==> config.mk <==
export PLATFORM = sky130hd
export DESIGN_NAME = uart_matrix_rx
export DESIGN_NICKNAME = d
export VERILOG_FILES = /design/src/rtl/uart_matrix_rx.sv
export SDC_FILE = /design/constraint.sdc
export NUM_CORES = 1
export LEC_CHECK = 0
export CORE_MARGIN = 2
export CORE_UTILIZATION = 53
export DETAILED_ROUTE_END_ITERATION = 7
export PLACE_DENSITY = 0.81
export SLEW_MARGIN = 20
export SYNTH_ARGS = -nofsm -noshare
export SYNTH_HDL_FRONTEND = slang
export SYNTH_SLANG_ARGS = --single-unit
==> constraint.sdc <==
create_clock -name Clock -period 3.65 [get_ports Clock]
set_input_delay 0.9125 -clock Clock [delete_from_list [all_inputs] [get_ports Clock]]
set_output_delay 0.9125 -clock Clock [all_outputs]
set_load 0.02 [all_outputs]
==> src/rtl/uart_matrix_rx.sv <==
// uart_matrix_rx: UART 8N1 receiver that assembles 18 host bytes into the
// 72-bit A and B operands for matrix_mult, handed over via valid/ack.
//
// Ports
//   Clock      : system clock, rising edge
//   reset      : asynchronous active-low reset
//   RxD        : UART serial input, idle high, asynchronous to Clock
//   mat_ack    : consumer accepted A/B (sampled only while mat_valid=1)
//   A, B       : matrices, element k at bits [8k+7:8k]
//   mat_valid  : A and B complete and stable
//   frame_err  : one-cycle pulse on a bad stop bit
//   overrun    : sticky, byte arrived while mat_valid=1
//   byte_count : bytes accepted in the current load (0..18)
module uart_matrix_rx #(
    parameter int unsigned CLKS_PER_BIT = 10417,
    parameter int unsigned TIMEOUT_BITS = 20
) (
    input  logic        Clock,
    input  logic        reset,
    input  logic        RxD,
    input  logic        mat_ack,
    output logic [71:0] A,
    output logic [71:0] B,
    output logic        mat_valid,
    output logic        frame_err,
    output logic        overrun,
    output logic [4:0]  byte_count
);

    localparam int unsigned CNT_W  = $clog2(CLKS_PER_BIT);
    localparam int unsigned TO_CYC = TIMEOUT_BITS * CLKS_PER_BIT;
    localparam int unsigned TO_W   = $clog2(TO_CYC + 1);

    localparam logic [CNT_W-1:0] HALF_CNT = CNT_W'((CLKS_PER_BIT - 1) / 2);
    localparam logic [CNT_W-1:0] LAST_CNT = CNT_W'(CLKS_PER_BIT - 1);
    localparam logic [TO_W-1:0]  TO_LAST  = TO_W'(TO_CYC - 1);

    typedef enum logic [1:0] {
        S_IDLE  = 2'd0,
        S_START = 2'd1,
        S_DATA  = 2'd2,
        S_STOP  = 2'd3
    } state_e;

    logic             sync1_q, sync2_q;
    logic             rx_s;
    state_e           state_q, state_d;
    logic [CNT_W-1:0] cnt_q, cnt_d;
    logic [2:0]       idx_q, idx_d;
    logic [7:0]       shift_q, shift_d;
    logic             strobe_q, strobe_d;
    logic             ferr_q, ferr_d;
    logic [71:0]      a_q, a_d, b_q, b_d;
    logic             valid_q, valid_d;
    logic             ovr_q, ovr_d;
    logic [4:0]       count_q, count_d;
    logic [TO_W-1:0]  idle_q, idle_d;
    logic [6:0]       a_pos, b_pos;

    assign rx_s = sync2_q;

    // RX bit-level FSM
    always_comb begin
        state_d  = state_q;
        cnt_d    = cnt_q;
        idx_d    = idx_q;
        shift_d  = shift_q;
        strobe_d = 1'b0;
        ferr_d   = 1'b0;
        unique case (state_q)
            S_IDLE: begin
                cnt_d = '0;
                idx_d = '0;
                if (!rx_s) state_d = S_START;
            end
            S_START: begin
                if (cnt_q == HALF_CNT) begin
                    cnt_d   = '0;
                    idx_d   = '0;
                    // A start bit that has gone high again by mid-bit is a glitch
                    state_d = rx_s ? S_IDLE : S_DATA;
                end else begin
                    cnt_d = cnt_q + CNT_W'(1);
                end
            end
            S_DATA: begin
                if (cnt_q == LAST_CNT) begin
                    shift_d[idx_q] = rx_s;
                    cnt_d          = '0;
                    idx_d          = idx_q + 3'd1;
                    if (idx_q == 3'd7) state_d = S_STOP;
                end else begin
                    cnt_d = cnt_q + CNT_W'(1);
                end
            end
            S_STOP: begin
                // Leave mid-stop-bit so back-to-back frames are caught
                if (cnt_q == LAST_CNT) begin
                    strobe_d = rx_s;
                    ferr_d   = !rx_s;
                    cnt_d    = '0;
                    state_d  = S_IDLE;
                end else begin
                    cnt_d = cnt_q + CNT_W'(1);
                end
            end
            default: state_d = S_IDLE;
        endcase
    end

    // Byte assembler, handshake and partial-load timeout
    always_comb begin
        a_d     = a_q;
        b_d     = b_q;
        valid_d = valid_q;
        ovr_d   = ovr_q;
        count_d = count_q;
        idle_d  = idle_q;
        a_pos   = {count_q[3:0], 3'b000};
        b_pos   = {4'(count_q - 5'd9), 3'b000};

        if (valid_q) begin
            // A byte landing on the ack edge is still treated as an overrun
            if (strobe_q) ovr_d = 1'b1;
            if (mat_ack) begin
                valid_d = 1'b0;
                count_d = '0;
            end
        end else if (strobe_q) begin
            if (count_q < 5'd9) a_d[a_pos +: 8] = shift_q;
            else                b_d[b_pos +: 8] = shift_q;
            count_d = count_q + 5'd1;
            if (count_q == 5'd17) valid_d = 1'b1;
        end

        if (strobe_q || state_q != S_IDLE || count_q == 5'd0 || count_q >= 5'd18 || valid_q) begin
            idle_d = '0;
        end else if (idle_q == TO_LAST) begin
            idle_d  = '0;
            count_d = '0;
        end else begin
            idle_d = idle_q + TO_W'(1);
        end
    end

    always_ff @(posedge Clock or negedge reset) begin
        if (!reset) begin
            sync1_q  <= 1'b1;
            sync2_q  <= 1'b1;
            state_q  <= S_IDLE;
            cnt_q    <= '0;
            idx_q    <= '0;
            shift_q  <= '0;
            strobe_q <= 1'b0;
            ferr_q   <= 1'b0;
            a_q      <= '0;
            b_q      <= '0;
            valid_q  <= 1'b0;
            ovr_q    <= 1'b0;
            count_q  <= '0;
            idle_q   <= '0;
        end else begin
            sync1_q  <= RxD;
            sync2_q  <= sync1_q;
            state_q  <= state_d;
            cnt_q    <= cnt_d;
            idx_q    <= idx_d;
            shift_q  <= shift_d;
            strobe_q <= strobe_d;
            ferr_q   <= ferr_d;
            a_q      <= a_d;
            b_q      <= b_d;
            valid_q  <= valid_d;
            ovr_q    <= ovr_d;
            count_q  <= count_d;
            idle_q   <= idle_d;
        end
    end

    assign A          = a_q;
    assign B          = b_q;
    assign mat_valid  = valid_q;
    assign frame_err  = ferr_q;
    assign overrun    = ovr_q;
    assign byte_count = count_q;

endmodule

== Yosys cells after proc, flatten, opt, wreduce, memory -nomap -nowiden ==
Index checks and enable logic that the tools add are counted.

* Register bits: 200
* Word-level logic and storage cells: 94

* Add/subtract/negate cells: 7
* $lt $le $gt $ge: 4
* Eq/ne operators: 13
* Shift-type cells: 4
* Multiplexer cells: 33
* Bitwise operators: 2
* Reductions and logical operators: 17

{| class="wikitable"
|+ Operators by type and width
! kind !! number
|-
| bitwise mux 72 bit || 2
|-
| variable shift 8 x 9 -> 72 bit (first input constant) || 2
|-
| indexed part select 8 x 9 -> 72 bit || 2
|-
| case mux 14 bit (3 select lines) || 1
|-
| 2-to-1 mux 18 bit || 2
|-
| 2-to-1 mux 14 bit || 2
|-
| 2-to-1 mux 5 bit || 5
|-
| adder 18 x 1 -> 18 bit (second input constant) || 1
|-
| equality test 18 bit (second input constant) || 1
|-
| negator 7 -> 9 bit || 2
|-
| adder 14 x 1 -> 14 bit (second input constant) || 1
|-
| equality test 14 x 13 -> 1 bit (second input constant) || 1
|-
| equality test 14 bit (second input constant) || 1
|-
| 2-to-1 mux 2 bit || 6
|-
| inequality test 2 bit (second input constant) || 5
|-
| 2-to-1 mux 1 bit || 9
|-
| case mux 3 bit (3 select lines) || 1
|-
| AND reduction 3 bit || 3
|-
| bitwise mux 8 bit || 1
|-
| case mux 2 bit (4 select lines) || 1
|-
| 2-to-1 mux 3 bit || 2
|-
| adder 5 x 1 -> 5 bit (second input constant) || 1
|-
| equality test 5 bit (second input constant) || 1
|-
| greater-or-equal comparator 5 bit (second input constant) || 1
|-
| 20 further kinds || 26
|}

== Depth between registers and ports, before layout ==
Gate-level depths: netlist (run 1).

* Word-level depth: 6
* Mapped depth: 11

== Worst setup path before layout (run 1) ==
OpenSTA, ideal clock, no wires.

* Path kind: flip-flop to flip-flop
* Start: reg count_q[0] (netlist: byte_count[0])
* End: reg b_q[16] (netlist: B[16])
* Setup time: 0.125 ns
* Data arrival time: 2.916 ns
* Data required time: 3.525 ns
* Slack: 0.610 ns
* Cell stages (with the launch flop): 11
* Buffers on the path: 3
* Period minus slack after synthesis: 3.040 ns
* Cell sequence: dfrtp_1 -> buf_2 -> clkbuf_1 -> inv_1 -> ha_1 -> buf_2 -> or2_1 -> o211ai_2 -> xnor2_2 -> nor4_4 -> mux2_2

* Word-level cells in the longest chain between the ends: 4
* Elaborated cells on any way between the ends: 8

{| class="wikitable"
|+ Ends and longest elaborated chain
! item !! line !! RTL
|-
| from (decl) || 56 || <nowiki>logic [4:0] count_q, count_d;</nowiki>
|-
| from (signal assigned) || 175 || <nowiki>count_q <= count_d;</nowiki>
|-
| subtractor 4 bit || 120 || <nowiki>b_pos = {4'(count_q - 5'd9), 3'b000};</nowiki>
|-
| negator 7 -> 9 bit || 131 || <nowiki>else b_d[b_pos +: 8] = shift_q;</nowiki>
|-
| indexed part select 8 x 9 -> 72 bit or variable shift 8 x 9 -> 72 bit (tied branches) || 131 ||
|-
| bitwise mux 72 bit || 131 ||
|-
| to (signal assigned) || 157 || <nowiki>b_q <= '0;</nowiki>
|-
| to (signal assigned) || 172 || <nowiki>b_q <= b_d;</nowiki>
|-
| to (decl) || 53 || <nowiki>logic [71:0] a_q, a_d, b_q, b_d;</nowiki>
|}

Parallel ways exist; a longest one is shown, timed or not.
A chain may end at the register's enable or synchronous reset.

== Worst setup path in the final report (run 1) ==
* Start: reg count_q[1] (netlist: byte_count[1])
* End: reg b_q[51] (netlist: B[51])

The elaborated chain is that of the path after synthesis.

==> results of run 1 <==
## state kept, by name, indices dropped and copies added, names as in the netlist, 3 cells and up, named ones only
signal	count
idle_q	18
idx_q	3
cnt_q	14
byte_count	5
B	72
shift_q	8
A	72
## area by class of cell
class,instances,area (um^2)
multi-input combinational,486,3725
inverter,10,37.54
timing repair buffer,165,1643
clock inverter,13,192.7
fill,1195,5211
clock buffer,19,432.9
tap,220,275.3
sequential,200,5007
## Yosys cell counts (3+ instances only)
cell,count,area [um^2]
dfrtp_1,198,4955
nand4_1,12,75.07
nand2_1,58,217.7
o31ai_1,8,60.06
ha_1,12,150.1
nand4b_1,4,35.03
a21oi_1,4,20.02
nor2b_1,13,81.33
mux2_4,15,225.2
and3_1,17,106.4
nand3_1,19,95.09
inv_1,10,37.54
buf_2,10,50.05
and2_1,27,168.9
mux2i_1,3,30.03
xnor2_1,11,96.34
a22o_1,3,26.28
buf_6,3,33.78
o211ai_1,3,22.52
o21ai_1,3,15.01
or2_2,4,25.02
nand2b_1,5,31.28
mux2_2,112,1261
nor2_1,54,202.7
clkbuf_1,15,56.30
o21ai_0,33,165.2
and4_1,3,26.28
xor2_1,20,175.2
nor3_1,5,25.02
## stage by stage
step | hold slack, ns | std cells | setup WS (ns)
2_1_floorplan | 0.3452 | 727 | 0.6097
3_3_place_gp | 0.3459 | 1081 | 0.7590
3_5_place_dp | 0.3472 | 1081 | 0.6621
4_1_cts | 0.3574 | 1113 | 0.6220
5_1_grt | 0.3591 | 1113 | 0.3993
6_report | 0.3562 | 1113 | 0.5375
## cells by family (layout without fill, tap and decap cells)
kind of cell	after synthesis	count (layout)
and+or+nand+nor	244	244
DFF	200	200
buffers and inverters	41	207
muxes	130	130
xor gates and xnor gates	33	33
adders and majority gates	12	12
AOI/OAI and AO/OA	67	67
## power by group through the flow
| stage | sequential, W | combinational (W) | clock [W] |
|---|---|---|---|
| final | 0.00223 | 0.000157 | 0.00199 |
| after global placement | 0.00228 | 0.000155 | 0 |
| after CTS | 0.00223 | 0.000159 | 0.00201 |
| after floorplan | 0.00227 | 0.0000809 | 0 |
| after global routing | 0.00223 | 0.000175 | 0.00211 |
| after detailed placement | 0.00228 | 0.000158 | 0 |
## layer usage
layer  part of all wire, %  track usage [%]  up-vias
met2                    50            39.66      173
met4                   2.0            8.156        0
met1                    43            32.48     3034
met3                   5.6            4.044       28
li1                      -                -     2833
met5                     0                0        -
## worst max path at each step
stage / start / to
floorplan: byte_count[0] / B[16]
global placement: byte_count[1] / B[51]
detailed placement: byte_count[1] / B[51]
CTS: byte_count[0] / B[51]
global route: byte_count[0] / B[51]
finish: byte_count[1] / B[51]
==> flow_metrics.env, run 1 <==
export IMPL_clockPowerShare_pct=45.4
export IMPL_worst_path_buf_inv=1
export IMPL_drtPass1Iterations=6
export IMPL_hold_violations=0
export IMPL_r2r_start="byte_count[1]"
export IMPL_drv_max_cap_violation_count=0
export IMPL_area_growth_synth_to_final_pct=26.71
export IMPL_synthSimpleGateAreaFrac_pct=14.84
export IMPL_fin_area_mm2=0.01131
export IMPL_numCtsBuffers=17
export IMPL_cpPeakStageDelay_ns=0.76
export IMPL_path_class="flip-flop to flip-flop"
export IMPL_synth_xor_area_share_pct=3.405
export IMPL_cts_buffer_depth=2
export IMPL_clock_sinks=200
export IMPL_yosys_warnings=0
export IMPL_synth_area_mux_share_pct=16.98
export IMPL_drv_slew=0
export IMPL_clkTransAtPathRegs_ns=0.07
export IMPL_final_cell_mix="198 x dfrtp_1, 154 x clkdlybuf4s50_1, 112 x mux2_2"
export IMPL_synth_top_family_by_area="multiplexers"
export IMPL_rows=47
export IMPL_period_share_pct=85.28
export IMPL_cts_htree_levels=4
export IMPL_cts_hold_buf=0
export IMPL_diodes=0
export IMPL_synth_edf_count=0
export IMPL_r2r_end="B[51]"
export IMPL_critPathTopFamily="compound AO/OA/AOI/OAI gates"
export IMPL_async_flop_share_pct=100.0
export IMPL_crit_chain="inv_1 -> ha_1 -> nand3_1 -> o21ai_0 -> o21ai_1 -> or3_1 -> mux2_2"
export IMPL_synth_flop_cell="dfrtp_1"
export IMPL_holdCritStartpoint="sync1_q"
export IMPL_fp_dieArea_mm2=0.01790
export IMPL_cts_resized=0
export IMPL_required_ns=3.97
export IMPL_power_total_w=0.004378
export IMPL_worst_ir_drop_vdd_v=0.0003129
export IMPL_p_leak_nw=5.172
export IMPL_grt_setup_unrepaired="false"
export IMPL_grt_usage_pct=23.99
export IMPL_grt_ovfl_total=0
export IMPL_grt_max_degree=97
export IMPL_hold_path_class="flip-flop to flip-flop"
export IMPL_synth_fa_ha_area_share_pct=1.682
export IMPL_p_switching_w=0.0009607
export IMPL_holdPathEnd="rx_s"
export IMPL_rr_worst_depth=7
export IMPL_syn_area_mm2=0.008929
export IMPL_power_share_sequential_pct=51.0
export IMPL_ys_ff_latch=200
export IMPL_place_congestion=0.9009
export IMPL_cp_depth=7
export IMPL_io_pins=156
export IMPL_vias=6068
export IMPL_clock_tree_root_cell="clkbuf_16"
export IMPL_cp_slowest_cell="o21ai_1"
export IMPL_period_minus_slack_ns=3.113
export IMPL_tns_ns=0
export IMPL_cts_setup_buffers=0
export IMPL_yosysUniqueCellTypes=62
export IMPL_start_kind="flip-flop"
export IMPL_drt_iter0_drc=331
export IMPL_power_density_mw_per_mm2=387.0
export IMPL_min_path_cells=0
export IMPL_initial_core_util_pct=54.03
export IMPL_fin_skew_ns=0.006488
export IMPL_grt_pass1_wl_um=33440
export IMPL_nets=896
export IMPL_cp_arrival_ns=3.43
export IMPL_ant_nets=0
export IMPL_finalCoreUtilization_pct=68.46
export IMPL_fmax_mhz=321.3
export IMPL_antenna_found_initial=0
export IMPL_crit_fanout=14
export IMPL_drive_above_1_share_pct=21.05
export IMPL_dpl_cell_area_mm2=0.01069
export IMPL_cts_tree="yes"
export IMPL_synth_cells=727
export IMPL_p_comb_share_pct=3.6
export IMPL_grt_pass1_vias=6099
export IMPL_viasPerCell=5.452
export IMPL_drcViolationCount=0
export IMPL_wl_per_cell_um=18.42
export IMPL_clock_latency_ns=0.43
export IMPL_syn_area_per_cell_um2=12.28
export IMPL_switching_share_pct=21.94
export IMPL_status="finished, final reports clean"
export IMPL_worst_pin_slew_ns=0.9543
export IMPL_end_kind="flip-flop"
export IMPL_die_h_um=133.8
export IMPL_setup_violations=0
export IMPL_core_area_mm2=0.01652
export IMPL_dp_hpwl_um=14410
export IMPL_synth_compound_area_share_pct=4.807
export IMPL_routed_wl_um=20500
export IMPL_final_common_cell="dfrtp_1"
export IMPL_synth_seq_area_share_pct=56.08
export IMPL_p_int_w=0.003418
export IMPL_synth_nets=743
export IMPL_reg2reg_slack_ns=0.54
export IMPL_die_w_um=133.8
export IMPL_slew_headroom_pct=35.95
export IMPL_io_buffers=155
Note: power is estimated with default switching activity, not from simulation.
==> inputs of run 2 (changes only) <==
==> constraint.sdc (replaced) <==
create_clock -name Clock -period 3.65 [get_ports Clock]
set_input_delay 0.9125 -clock Clock [delete_from_list [all_inputs] [get_ports Clock]]
set_output_delay 0.9125 -clock Clock [all_outputs]
set_load 0.05 [all_outputs]
==> results of run 2 <==
Same layout as run 1 (identical final DEF). Status: finished, final reports clean.
Main changes from that run: total power 0.004378 W -> 0.004384 W
==> inputs of run 3 (changes only) <==
==> constraint.sdc (replaced) <==
create_clock -name Clock -period 3.65 [get_ports Clock]
set_input_delay 0.5475 -clock Clock [delete_from_list [all_inputs] [get_ports Clock]]
set_output_delay 0.5475 -clock Clock [all_outputs]
set_load 0.05 [all_outputs]
==> flow_metrics.env, run 3 (same netlist as run 1, synthesis figures left out) <==
export IMPL_rows=47
export IMPL_core_area_mm2=0.01652
export IMPL_drtPass1Iterations=5
export IMPL_final_common_cell="dfrtp_1"
export IMPL_finalNonFillerCells=1112
export IMPL_p_leak_nw=5.161
export IMPL_grt_pass1_vias=6174
export IMPL_vias=6144
export IMPL_required_ns=3.97
export IMPL_wl_per_cell_um=18.40
export IMPL_worst_path_buf_inv=1
export IMPL_start_kind="flip-flop"
export IMPL_cts_setup_buffers=0
export IMPL_clock_sinks=200
export IMPL_tns_ns=0
export IMPL_drcViolationCount=0
export IMPL_numCtsBuffers=17
export IMPL_final_cell_mix="198 x dfrtp_1, 154 x clkdlybuf4s50_1, 112 x mux2_2"
export IMPL_antenna_found_initial=0
export IMPL_drive_above_1_share_pct=21.08
export IMPL_routed_wl_um=20460
export IMPL_clock_tree_root_cell="clkbuf_16"
export IMPL_clock_latency_ns=0.43
export IMPL_initial_core_util_pct=54.03
export IMPL_fin_skew_ns=0.008305
export IMPL_cts_htree_levels=4
export IMPL_slew_headroom_pct=36.90
export IMPL_diodes=0
export IMPL_worst_ir_drop_vdd_v=0.0003455
export IMPL_cts_tree="yes"
export IMPL_drt_iter0_drc=406
export IMPL_drv_slew=0
export IMPL_use_met2_pct=39.26
export IMPL_dp_cells=1081
export IMPL_critPathTopFamily="compound AO/OA/AOI/OAI gates"
export IMPL_grt_setup_unrepaired="false"
export IMPL_cp_slowest_cell="o21ai_1"
export IMPL_drv_max_cap_violation_count=0
export IMPL_die_w_um=133.8
export IMPL_setup_violations=0
export IMPL_worst_pin_slew_ns=0.9402
export IMPL_cts_buffer_depth=2
export IMPL_cts_resized=0
export IMPL_grtUsageMet1_pct=31.96
export IMPL_nets=896
export IMPL_path_class="flip-flop to flip-flop"
export IMPL_ant_nets=0
export IMPL_grt_pass1_wl_um=33350
export IMPL_power_density_mw_per_mm2=378.5
export IMPL_status="finished, final reports clean"
export IMPL_top_usage_layer="met2"
export IMPL_fp_dieArea_mm2=0.01790
export IMPL_cp_arrival_ns=3.41
export IMPL_end_kind="flip-flop"
export IMPL_grt_use_met3_pct=4.422
export IMPL_hold_path_class="input pin to asynchronous set/reset pin"
export IMPL_clkTransAtPathRegs_ns=0.07
export IMPL_die_h_um=133.8
export IMPL_cpPeakStageDelay_ns=0.75
export IMPL_io_buffers=155
export IMPL_grt_usage_pct=23.96
export IMPL_fmax_mhz=323.6
export IMPL_period_share_pct=84.66
export IMPL_viasPerCell=5.525
export IMPL_cts_hold_buf=0
export IMPL_crit_fanout=14
export IMPL_crit_chain="inv_1 -> ha_1 -> nand3_1 -> o21ai_0 -> o21ai_1 -> or3_1 -> mux2_2"
export IMPL_power_total_w=0.004265
export IMPL_area_growth_synth_to_final_pct=26.18
export IMPL_whs_ns=0.1895
export IMPL_place_congestion=0.9191
export IMPL_dp_hpwl_um=14310
export IMPL_hold_violations=0
export IMPL_period_minus_slack_ns=3.090
export IMPL_grt_ovfl_total=0
export IMPL_grt_max_degree=96
export IMPL_io_pins=156
-- run 3: worst paths after layout --
kind / start / to / slack, ns / cells after the start
min in group Clock: sync1_q / rx_s / 0.36 / 0
worst max register to register: byte_count[1] / B[51] / 0.56 / 7
max in group asynchronous: reset / B[68] / 2.55 / 2
worst max-delay path: byte_count[1] / B[51] / 0.56 / 7
worst min-delay path: reset / B[16] / 0.19 / 1
worst min register to register: sync1_q / rx_s / 0.36 / 0
-- run 3: where the power goes --
part           switching (W)  internal, W  total, W  leakage (nW)
combinational       0.000120    0.0000397  0.000160          2.11
clock               0.000807      0.00106   0.00187         0.286
sequential         0.0000138      0.00222   0.00223          2.77
-- run 3: layer usage --
metal  vias to the layer above  routed length (um)  part of all wire (%)
met1                      3049                8672                    42
met3                        36                1138                   5.6
met2                       208               10160                    50
li1                       2851                   -                     -
met5                         -                   0                     0
met4                         0                 483                   2.4
-- run 3: final cells by class --
cell class | count | area (um^2)
fillers | 1206 | 5259
flip-flops and latches | 200 | 5007
multi-input cells | 486 | 3725
repair buffers | 165 | 1630
clock buffers | 21 | 470.5
well taps | 220 | 275.3
clock inverters | 10 | 120.1
inverters | 10 | 37.54
-- run 3: metrics by stage --
stage / util, % / cell area, um^2 / setup slack (ns)
floorplan: - / 8929 / 0.3915
global placement: 64.60 / 10680 / 0.7802
detailed placement: 64.60 / 10680 / 0.6570
CTS: 68.18 / 11270 / 0.6239
global route: 68.18 / 11270 / 0.3677
finish: 68.18 / 11270 / 0.5598
-- run 3: worst reg2reg max path, stage by stage (launching register included) --
cell     delay [ns]
dfrtp_1        0.59
inv_1          0.20
ha_1           0.33
nand3_1        0.11
o21ai_0        0.08
o21ai_1        0.75
or3_1          0.54
mux2_2         0.39
